<file path="config.mk">
export PLATFORM = sky130hd
export DESIGN_NAME = key_event_decoder
export DESIGN_NICKNAME = d
export VERILOG_FILES = /design/src/rtl/key_event_decoder.sv
export SDC_FILE = /design/constraint.sdc
export NUM_CORES = 1
export LEC_CHECK = 0
export ABC_AREA = 0
export CAP_MARGIN = 0
export CORE_AREA = 2 2 59 72
export DETAILED_ROUTE_END_ITERATION = 8
export DIE_AREA = 0 0 61 74
export PLACE_DENSITY_LB_ADDON = 0.15
export SYNTH_ARGS = -nofsm -noshare
export SYNTH_HDL_FRONTEND = slang
export SYNTH_SLANG_ARGS = --single-unit
export TNS_END_PERCENT = 10
</file>
<file path="constraint.sdc">
create_clock -name clk -period 3.4 [get_ports clk]
set_input_delay 0.68 -clock clk [delete_from_list [all_inputs] [get_ports clk]]
set_output_delay 0.68 -clock clk [all_outputs]
set_load 0.01 [all_outputs]
</file>
<file path="src/rtl/key_event_decoder.sv">
// -----------------------------------------------------------------------------
// key_event_decoder
//
// Purpose:
//   Turns a clean, clock-synchronous key level into single-cycle key events:
//   press, release, short press, long press, auto-repeat while held, and
//   double click. Edge events and the registered key level come straight
//   from a one-register edge detector. The remaining events come from a
//   small gesture FSM with one shared cycle counter.
//
// Parameters:
//   CLK_FREQ   : system clock frequency in Hz
//   LONG_MS    : hold time for a long press in ms (>= 1)
//   DOUBLE_MS  : double-click window after a release in ms (0 = disabled)
//   REPEAT_MS  : auto-repeat period while long-held in ms (0 = disabled)
//   ACTIVE_LOW : 1 = key_in low means pressed
//
// Ports:
//   clk         in   system clock
//   rst         in   synchronous active-high reset
//   key_in      in   debounced key level, synchronous to clk
//   key_held    out  registered pressed level
//   press_evt   out  1-cycle pulse on press
//   release_evt out  1-cycle pulse on release
//   short_evt   out  1-cycle pulse, single short press confirmed
//   long_evt    out  1-cycle pulse, long-press threshold reached
//   rpt_evt     out  1-cycle pulse, auto-repeat tick
//   dbl_evt     out  1-cycle pulse, double click
// -----------------------------------------------------------------------------
module key_event_decoder #(
  parameter int CLK_FREQ   = 50_000_000,
  parameter int LONG_MS    = 800,
  parameter int DOUBLE_MS  = 250,
  parameter int REPEAT_MS  = 200,
  parameter bit ACTIVE_LOW = 1'b0
) (
  input  logic clk,
  input  logic rst,
  input  logic key_in,
  output logic key_held,
  output logic press_evt,
  output logic release_evt,
  output logic short_evt,
  output logic long_evt,
  output logic rpt_evt,
  output logic dbl_evt
);

  // Millisecond durations converted to clock cycles.
  localparam int unsigned CYC_PER_MS = CLK_FREQ / 1000;
  localparam logic [31:0] LONG_CYC   = 32'(CYC_PER_MS * LONG_MS);
  localparam logic [31:0] DOUBLE_CYC = 32'(CYC_PER_MS * DOUBLE_MS);
  localparam logic [31:0] REPEAT_CYC = 32'(CYC_PER_MS * REPEAT_MS);

  // Terminal counts. A zero-length window wraps to all ones here, but that
  // value is only ever compared behind the matching enable bit.
  localparam logic [31:0] LONG_LAST   = LONG_CYC - 32'd1;
  localparam logic [31:0] DOUBLE_LAST = DOUBLE_CYC - 32'd1;
  localparam logic [31:0] REPEAT_LAST = REPEAT_CYC - 32'd1;
  localparam bit          DOUBLE_EN   = (DOUBLE_CYC != 32'd0);
  localparam bit          REPEAT_EN   = (REPEAT_CYC != 32'd0);

  typedef enum logic [2:0] {
    ST_IDLE   = 3'd0,
    ST_PRESS1 = 3'd1,
    ST_LONG   = 3'd2,
    ST_WAIT2  = 3'd3,
    ST_PRESS2 = 3'd4
  } state_t;

  state_t      r_state;
  logic [31:0] r_cnt;
  logic        r_key_q;
  logic        w_pressed;

  // Normalise polarity so that the rest of the block works in "pressed" terms.
  assign w_pressed = key_in ^ ACTIVE_LOW;

  // Edge detector: previous pressed level, press/release pulses and held level.
  always_ff @(posedge clk) begin
    if (rst) begin
      r_key_q     <= 1'b0;
      key_held    <= 1'b0;
      press_evt   <= 1'b0;
      release_evt <= 1'b0;
    end else begin
      r_key_q     <= w_pressed;
      key_held    <= w_pressed;
      press_evt   <= w_pressed & ~r_key_q;
      release_evt <= ~w_pressed & r_key_q;
    end
  end

  // Gesture FSM. Event outputs default low each cycle. In every state the
  // input-level condition is tested before the counter threshold, so a
  // release on the long-threshold edge takes the short path, and a press on
  // the window-expiry edge still counts as a double click.
  always_ff @(posedge clk) begin
    if (rst) begin
      r_state   <= ST_IDLE;
      r_cnt     <= 32'd0;
      short_evt <= 1'b0;
      long_evt  <= 1'b0;
      rpt_evt   <= 1'b0;
      dbl_evt   <= 1'b0;
    end else begin
      short_evt <= 1'b0;
      long_evt  <= 1'b0;
      rpt_evt   <= 1'b0;
      dbl_evt   <= 1'b0;
      case (r_state)
        ST_IDLE: begin
          r_cnt <= 32'd0;
          if (w_pressed) begin
            r_state <= ST_PRESS1;
          end else begin
            r_state <= ST_IDLE;
          end
        end

        ST_PRESS1: begin
          if (!w_pressed) begin
            r_cnt <= 32'd0;
            if (DOUBLE_EN) begin
              r_state <= ST_WAIT2;
            end else begin
              short_evt <= 1'b1;
              r_state   <= ST_IDLE;
            end
          end else if (r_cnt == LONG_LAST) begin
            long_evt <= 1'b1;
            r_cnt    <= 32'd0;
            r_state  <= ST_LONG;
          end else begin
            r_cnt <= r_cnt + 32'd1;
          end
        end

        ST_LONG: begin
          if (!w_pressed) begin
            // A long press ends silently; release_evt comes from the edge path.
            r_cnt   <= 32'd0;
            r_state <= ST_IDLE;
          end else if (REPEAT_EN && (r_cnt == REPEAT_LAST)) begin
            rpt_evt <= 1'b1;
            r_cnt   <= 32'd0;
          end else begin
            r_cnt <= r_cnt + 32'd1;
          end
        end

        ST_WAIT2: begin
          if (w_pressed) begin
            dbl_evt <= 1'b1;
            r_cnt   <= 32'd0;
            r_state <= ST_PRESS2;
          end else if (r_cnt == DOUBLE_LAST) begin
            short_evt <= 1'b1;
            r_cnt     <= 32'd0;
            r_state   <= ST_IDLE;
          end else begin
            r_cnt <= r_cnt + 32'd1;
          end
        end

        ST_PRESS2: begin
          // The second press of a double click has no long/repeat detection,
          // so the counter simply stays at its entry value.
          r_cnt <= 32'd0;
          if (!w_pressed) begin
            r_state <= ST_IDLE;
          end else begin
            r_state <= ST_PRESS2;
          end
        end

        default: begin
          r_cnt   <= 32'd0;
          r_state <= ST_IDLE;
        end
      endcase
    end
  end

endmodule

</file>
==> results of run 1 <==
-- power by group through the flow --
| stage | Combinational [W] | Sequential [W] | Clock (W) |
|---|---|---|---|
| 2_1_floorplan | 0.0000332 | 0.000515 | 0 |
| 5_1_grt | 0.0000525 | 0.000505 | 0.000349 |
| 4_1_cts | 0.0000474 | 0.000504 | 0.000336 |
| 3_5_place_dp | 0.0000472 | 0.000515 | 0 |
| 3_3_place_gp | 0.0000476 | 0.000516 | 0 |
| 6_report | 0.0000471 | 0.000504 | 0.000325 |
-- routing by layer --
layer	wire (um)	up-vias
li1	-	832
met1	1800	746
met2	1990	19
met3	109	6
met4	57	0
met5	0	-
-- placed cells by master, fill, tap and decap left out, drive strengths merged, types with 8 or more instances in the layout --
cell type      synthesis  final
nor2                  11     11
a21oi                 32     32
clkdlybuf4s50          0      9
nand3                 18     18
xnor2                 19     19
xor2                  11     11
dfxtp                 42     42
nand4                  8      8
nand2                 10     10
nor3                  11     11
nor4                   9      9
-- registers in the layout, indices dropped and copies added (netlist names) --
| name | cells |
|---|---|
| press_evt | 1 |
| long_evt | 1 |
| r_cnt | 32 |
| r_key_q | 1 |
| rpt_evt | 1 |
| short_evt | 1 |
| dbl_evt | 1 |
| r_state | 3 |
| release_evt | 1 |
-- final timing paths --
path | slack [ns] | endpoint
worst max-delay path | 1.16 | r_cnt[1]$_SDFF_PP0_
worst min-delay path | 0.44 | press_evt$_SDFF_PP0_
worst max register to register | 1.16 | r_cnt[1]$_SDFF_PP0_
worst min register to register | 0.44 | press_evt$_SDFF_PP0_
-- kinds of logic after synthesis --
kind of cell / after synthesis / share of synthesized area (%)
flip-flops: 42 / 42.1
AO/OA/AOI/OAI: 39 / 11.0
buffers and inverters: 15 / 3.57
adder cells (fa/ha/maj): 1 / 0.626
AND/OR/NAND/NOR: 100 / 29.6
XOR/XNOR: 30 / 13.2
-- per-stage QoR --
step | setup WS [ns] | utilization (%) | power (W) | cell area, sq um | instances
6_report | 1.16 | 57.7 | 0.000876 | 2220 | 291
3_3_place_gp | 0.972 | 55.3 | 0.000563 | 2130 | 283
4_1_cts | 1.14 | 57.7 | 0.000887 | 2220 | 291
3_5_place_dp | 0.960 | 55.3 | 0.000563 | 2130 | 283
2_1_floorplan | 1.40 | - | 0.000548 | 2000 | 227
5_1_grt | 0.928 | 57.7 | 0.000906 | 2220 | 291
-- cells in the mapped netlist, types with 2 or more instances --
cell type  count  area, sq um
dfxtp_1       42          841
a21oi_1       32          160
xnor2_1       19          166
nand3_1       18         90.1
nor2_1        11         41.3
nor3_1        11         55.1
xor2_1        11         96.3
nand2_1       10         37.5
nand4_1        8         50.1
nor4_1         8         50.1
and4_1         7         61.3
inv_1          5         18.8
nand2b_1       4         25.0
nor3b_1        4         30.0
and3_1         3         18.8
buf_2          3         15.0
buf_4          3         22.5
clkbuf_1       3         11.3
nand3b_1       3         22.5
nor2b_1        2         12.5
or3_1          2         12.5
-- worst max-delay path: cells and delay by family (launching register included) --
kind,cells,cell delay (ns)
buf+inv,1,0.33
compound gates,2,0.42
simple gates,3,0.94
flops,1,0.42
-- area by class of cell --
class	count	area (sq um)	share of cell area [%]
Clock buffer	7	86.3	3.89
Clock inverter	1	5.00	0.225
Inverter	5	18.8	0.845
Multi-Input combinational cell	170	1090	49.1
Sequential cell	42	841	37.9
Tap cell	54	67.6	3.04
Timing Repair Buffer	12	113	5.07
==> impl_metrics.yaml, run 1 <==
route:
  post_drt_wl_per_cell_um: 13.6
  drt_first_pass_iters: 4
  drtIter0Drc: 88
  ant_nets: 0
  route.vias.total: 1603
  via_per_inst: 5.51
  drc: 0
  wl_um: 3950
sta:
  max_freq_mhz: 446
  period_minus_slack_ns: 2.24
  rsz0062_at_grt: "no"
  tightest_slew_ns: 0.918
  tns_ns: 0
  hold_ws_ns: 0.445
  fin_worst_skew_ns: 0.00273
  slew_viol_final: 0
  relSlewSlack_pct: 38.3
  setup_violations: 0
  hold_viol: 0
  timing.final.crit_share_pct: 65.9
power:
  combinationalPowerShare_pct: 5.4
  seq_power_share_pct: 57.5
  ir_drop_uv: 187
  p_int_w: 0.000680
  power_switching_w: 0.000196
  p_sw_share_pct: 22.3
  power.density_mw_per_mm2: 395
  power.leakage_nw: 0.630
  p_clk_share_pct: 37.1
min_path:
  worstHoldPathType: "flop to flop"
  whs_path_depth: 1
  holdCritStartpoint: "r_key_q$_SDFF_PP0_"
floorplanning:
  die_area_sq_mm: 0.00451
  initial_core_util_pct: 51.9
  rows: 25
  io_pins: 10
  die_h_um: 74
  die_x_um: 61
  core-area_sq_mm: 0.00385
clocking:
  insertion_delay_ns: 0.29
  cts_setup_buffers: 0
  cts_made_buffers: 5
  post_cts_resized: 0
  cts_tree: "yes"
  postCtsHoldBufs: 0
  clockBufferDepth: 2
  clk_pin_slew_ns: 0.07
  cts-root-buf: "clkbuf_8"
  htreeDepth: 2
  cts.sinks: 42
critical_path:
  crit_required_ns: 3.57
  crit_arrival_ns: 2.41
  end_kind: "flop"
  cp-start-kind: "flop"
  worst-setup-path-type: "flop to flop"
  critPathMaxStageDelay_ns: 0.42
  worst-path-max-fanout: 27
  r2r-start: "r_cnt[10]$_SDFF_PP0_"
  cp-startpoint: "r_cnt[10]$_SDFF_PP0_"
  ff2ff_path_depth: 6
  crit_path_top_delay_cell: "dfxtp_1"
  cp_cell_sequence: "or3b_1 > nor4_1 > nand3_1 > a22oi_2 > buf_4 > a21boi_0"
run:
  cap_violations: 0
global_routing:
  grt_pass1_wl_um: 7050
  grt_overflow_total: 0
  grt_max_degree: 28
  grtUsageTotal_pct: 20.6
  antenna_found_initial: 0
  gr-usage-met3_pct: 4.70
  first_global_vias: 1612
  use_met1_pct: 23.9
  grt_busiest_layer: "met2"
  grt.met2_usage_pct: 36.9
placed_design:
  port_buffers: 9
  hpwlAfterDp_um: 2810
  gp_congestion: 0.816
synth:
  synth_edf_count: 0
  ys_ff_latch: 42
  syn_area_per_cell_sq_um: 8.80
  synthArstFlopShare_pct: 0
  syn_inst: 227
  synthFlopType: "dfxtp_1"
  ys.warnings.count: 0
  synth_area_sq_mm: 0.00200
  seq_area_frac_synth_pct: 42.1
  synth.distinct_cells: 39
  synthesis.nets: 231
status:
  status: "finished clean"
final_layout:
  diodes: 0
  syn2layout_area_growth_pct: 11.2
  layout.nets: 240
  nFillCells: 358
  drive_gt1_share_pct: 6.33
Power figures use the tool's default switching activity.
==> run 2, diff against run 1 <==
--- a/config.mk
+++ b/config.mk
@@ -7,9 +7,9 @@
 export LEC_CHECK = 0
 export ABC_AREA = 0
 export CAP_MARGIN = 0
-export CORE_AREA = 2 2 59 72
+export CORE_AREA = 2 2 60 73
 export DETAILED_ROUTE_END_ITERATION = 8
-export DIE_AREA = 0 0 61 74
+export DIE_AREA = 0 0 62 75
 export PLACE_DENSITY_LB_ADDON = 0.15
 export SYNTH_ARGS = -nofsm -noshare
 export SYNTH_HDL_FRONTEND = slang
==> constraint.sdc (replaced) <==
create_clock -name clk -period 2.05 [get_ports clk]
set_input_delay 0.41 -clock clk [delete_from_list [all_inputs] [get_ports clk]]
set_output_delay 0.41 -clock clk [all_outputs]
set_load 0.01 [all_outputs]
==> run 2 against run 1 <==
  * Combinational power grew 130%
  * Sequential power grew 65%
  * Critical endpoint unchanged
  * Highest routed layer unchanged
  * Worst hold slack got worse by 0.016 ns
==> impl_metrics.yaml, run 2 (synthesis gave the netlist of run 1 again) <==
status:
  status: "finished clean"
final_layout:
  layout.nets: 263
  diodes: 0
  fin_cells: 314
  multi_input_comb_area_sq_mm: 0.00112
  final_area_sq_mm: 0.00249
  largest_reg_flops: 32
  drive_gt1_share_pct: 16.9
  regMostFlops: "r_cnt"
  layout_common_cells: "41 x dfxtp_1, 32 x a21oi_1, 23 x buf_4"
  reg_top3: "r_cnt x32, r_state x3"
  final_common_cell: "dfxtp_1"
  register_area_sq_um: 842
  syn2layout_area_growth_pct: 24.5
  final_core_utilization_pct: 63.6
  nFillCells: 344
min_path:
  holdCritStartpoint: "r_key_q$_SDFF_PP0_"
  whs_path_depth: 1
  worstHoldPathType: "flop to flop"
  holdPathEnd: "press_evt$_SDFF_PP0_"
sta:
  relSlewSlack_pct: 64.2
  setup_violations: 0
  tns_ns: 0
  hold_viol: 0
  fin_worst_skew_ns: 0.00938
  tightest_slew_ns: 0.533
  slew_viol_final: 0
  timing.final.crit_share_pct: 95.6
  period_minus_slack_ns: 1.96
  max_freq_mhz: 510
global_routing:
  grtUsageTotal_pct: 22.1
  antenna_found_initial: 0
  first_global_vias: 1590
  grt_max_degree: 32
  grt_overflow_total: 0
  grt_pass1_wl_um: 7580
critical_path:
  end_kind: "flop"
  critPathMaxStageDelay_ns: 0.49
  worst-path-max-fanout: 16
  cp-start-kind: "flop"
  crit_path_top_delay_cell: "or4b_1"
  worst-setup-path-type: "flop to flop"
  r2r-start: "r_cnt[9]$_SDFF_PP0_"
  worstReg2RegEnd: "r_cnt[1]$_SDFF_PP0_"
  cp_cell_sequence: "nand4bb_1 > or4b_1 > or4_4 > nand3_4 > buf_12 > a21boi_0"
  crit_required_ns: 2.24
  crit_arrival_ns: 2.15
  ff2ff_path_depth: 6
  r2r_slack_ns: 0.09
power:
  power.density_mw_per_mm2: 630
  power.leakage_nw: 0.784
  total_power_w: 0.00157
  ir_drop_uv: 341
floorplanning:
  rows: 25
  die_area_sq_mm: 0.00465
  io_pins: 10
  die_h_um: 75
  initial_core_util_pct: 51.1
  die_x_um: 62
  core-area_sq_mm: 0.00391
placed_design:
  dp.cells: 305
  post_dp_cell_area_sq_mm: 0.00232
  hpwlAfterDp_um: 3060
  gp_congestion: 0.824
  port_buffers: 9
route:
  via_per_inst: 5.65
  top_layer_used: "met4"
  wl_um: 4540
  post_drt_wl_per_cell_um: 14.5
  dr_wl_met3_um: 174
  drc: 0
  drt_first_pass_iters: 4
  ant_nets: 0
  route.vias.total: 1773
  wirelength_met1_um: 2080
  routed-wl-met2_um: 2200
  drtIter0Drc: 113
clocking:
  cts-root-buf: "clkbuf_8"
  cts_setup_buffers: 0
  insertion_delay_ns: 0.30
  clk_pin_slew_ns: 0.08
  cts_tree: "yes"
  htreeDepth: 2
  cts_made_buffers: 5
  cts.sinks: 42
  clockBufferDepth: 2
run:
  cap_violations: 0
[run 2: cell count changes in the layout (fill, tap and decap cells not counted), sizes merged]
cell,change
clkbuf,+1
clkinv,-1
buf,+23
[run 2: cell type report]
cell class	instances	area share (%)
Tap cell	54	2.72
Sequential cell	42	33.9
Inverter	5	0.755
Clock buffer	8	4.43
Timing Repair Buffer	35	13.3
Multi-Input combinational cell	170	44.9
[run 2: what timing repair did]
| item | 4_1_cts | 5_1_grt |
|---|---|---|
| pin swaps | 2 | 1 |
| gates resized for setup | 5 | 2 |
| hold buffers | 0 | 0 |
| hold endpoints to repair | 0 | 0 |
| setup endpoints to repair | 31 | 33 |
| cloned | 1 | 0 |
[run 2: worst max path at each step]
stage / from / end / slack [ns] / cells past startpoint
after floorplan: r_cnt[16]$_SDFF_PP0_ / r_cnt[0]$_SDFF_PP0_ / 0.05 / 6
after global placement: r_cnt[16]$_SDFF_PP0_ / r_cnt[1]$_SDFF_PP0_ / 0.02 / 6
after detailed placement: r_cnt[16]$_SDFF_PP0_ / r_cnt[1]$_SDFF_PP0_ / -0.07 / 6
after CTS: r_cnt[16]$_SDFF_PP0_ / r_cnt[1]$_SDFF_PP0_ / 0.03 / 6
after global routing: r_cnt[5]$_SDFF_PP0_ / r_cnt[27]$_SDFF_PP0_ / -0.002 / 6
final: r_cnt[9]$_SDFF_PP0_ / r_cnt[1]$_SDFF_PP0_ / 0.09 / 6
[run 2: per-stage QoR]
stage | hold WS [ns] | worst slack [ns]
final | 0.429 | 0.0895
after global routing | 0.451 | -0.00205
after CTS | 0.437 | 0.0277
after detailed placement | 0.425 | -0.0709
after global placement | 0.419 | 0.0221
after floorplan | 0.438 | 0.0523
[run 2: routing by layer]
| layer | global-route usage (%) | vias up |
|---|---|---|
| met4 | 7.80 | 0 |
| met2 | 35.0 | 41 |
| met1 | 29.1 | 839 |
| met3 | 5.33 | 11 |
| met5 | 0 | - |
| li1 | - | 882 |
[run 2: worst max-delay path: cells and delay by family, from the launching register on]
kind	cells	cell delay, ns
buf+inv	1	0.15
simple gates	4	1.28
flops	1	0.32
compound gates	1	0.08
[run 2: power by group]
part	switching (W)	total, W	internal, W	leakage [nW]
Sequential	0.00000911	0.000834	0.000825	0.340
Clock	0.000287	0.000627	0.000340	0.0575
Combinational	0.0000572	0.000106	0.0000488	0.386
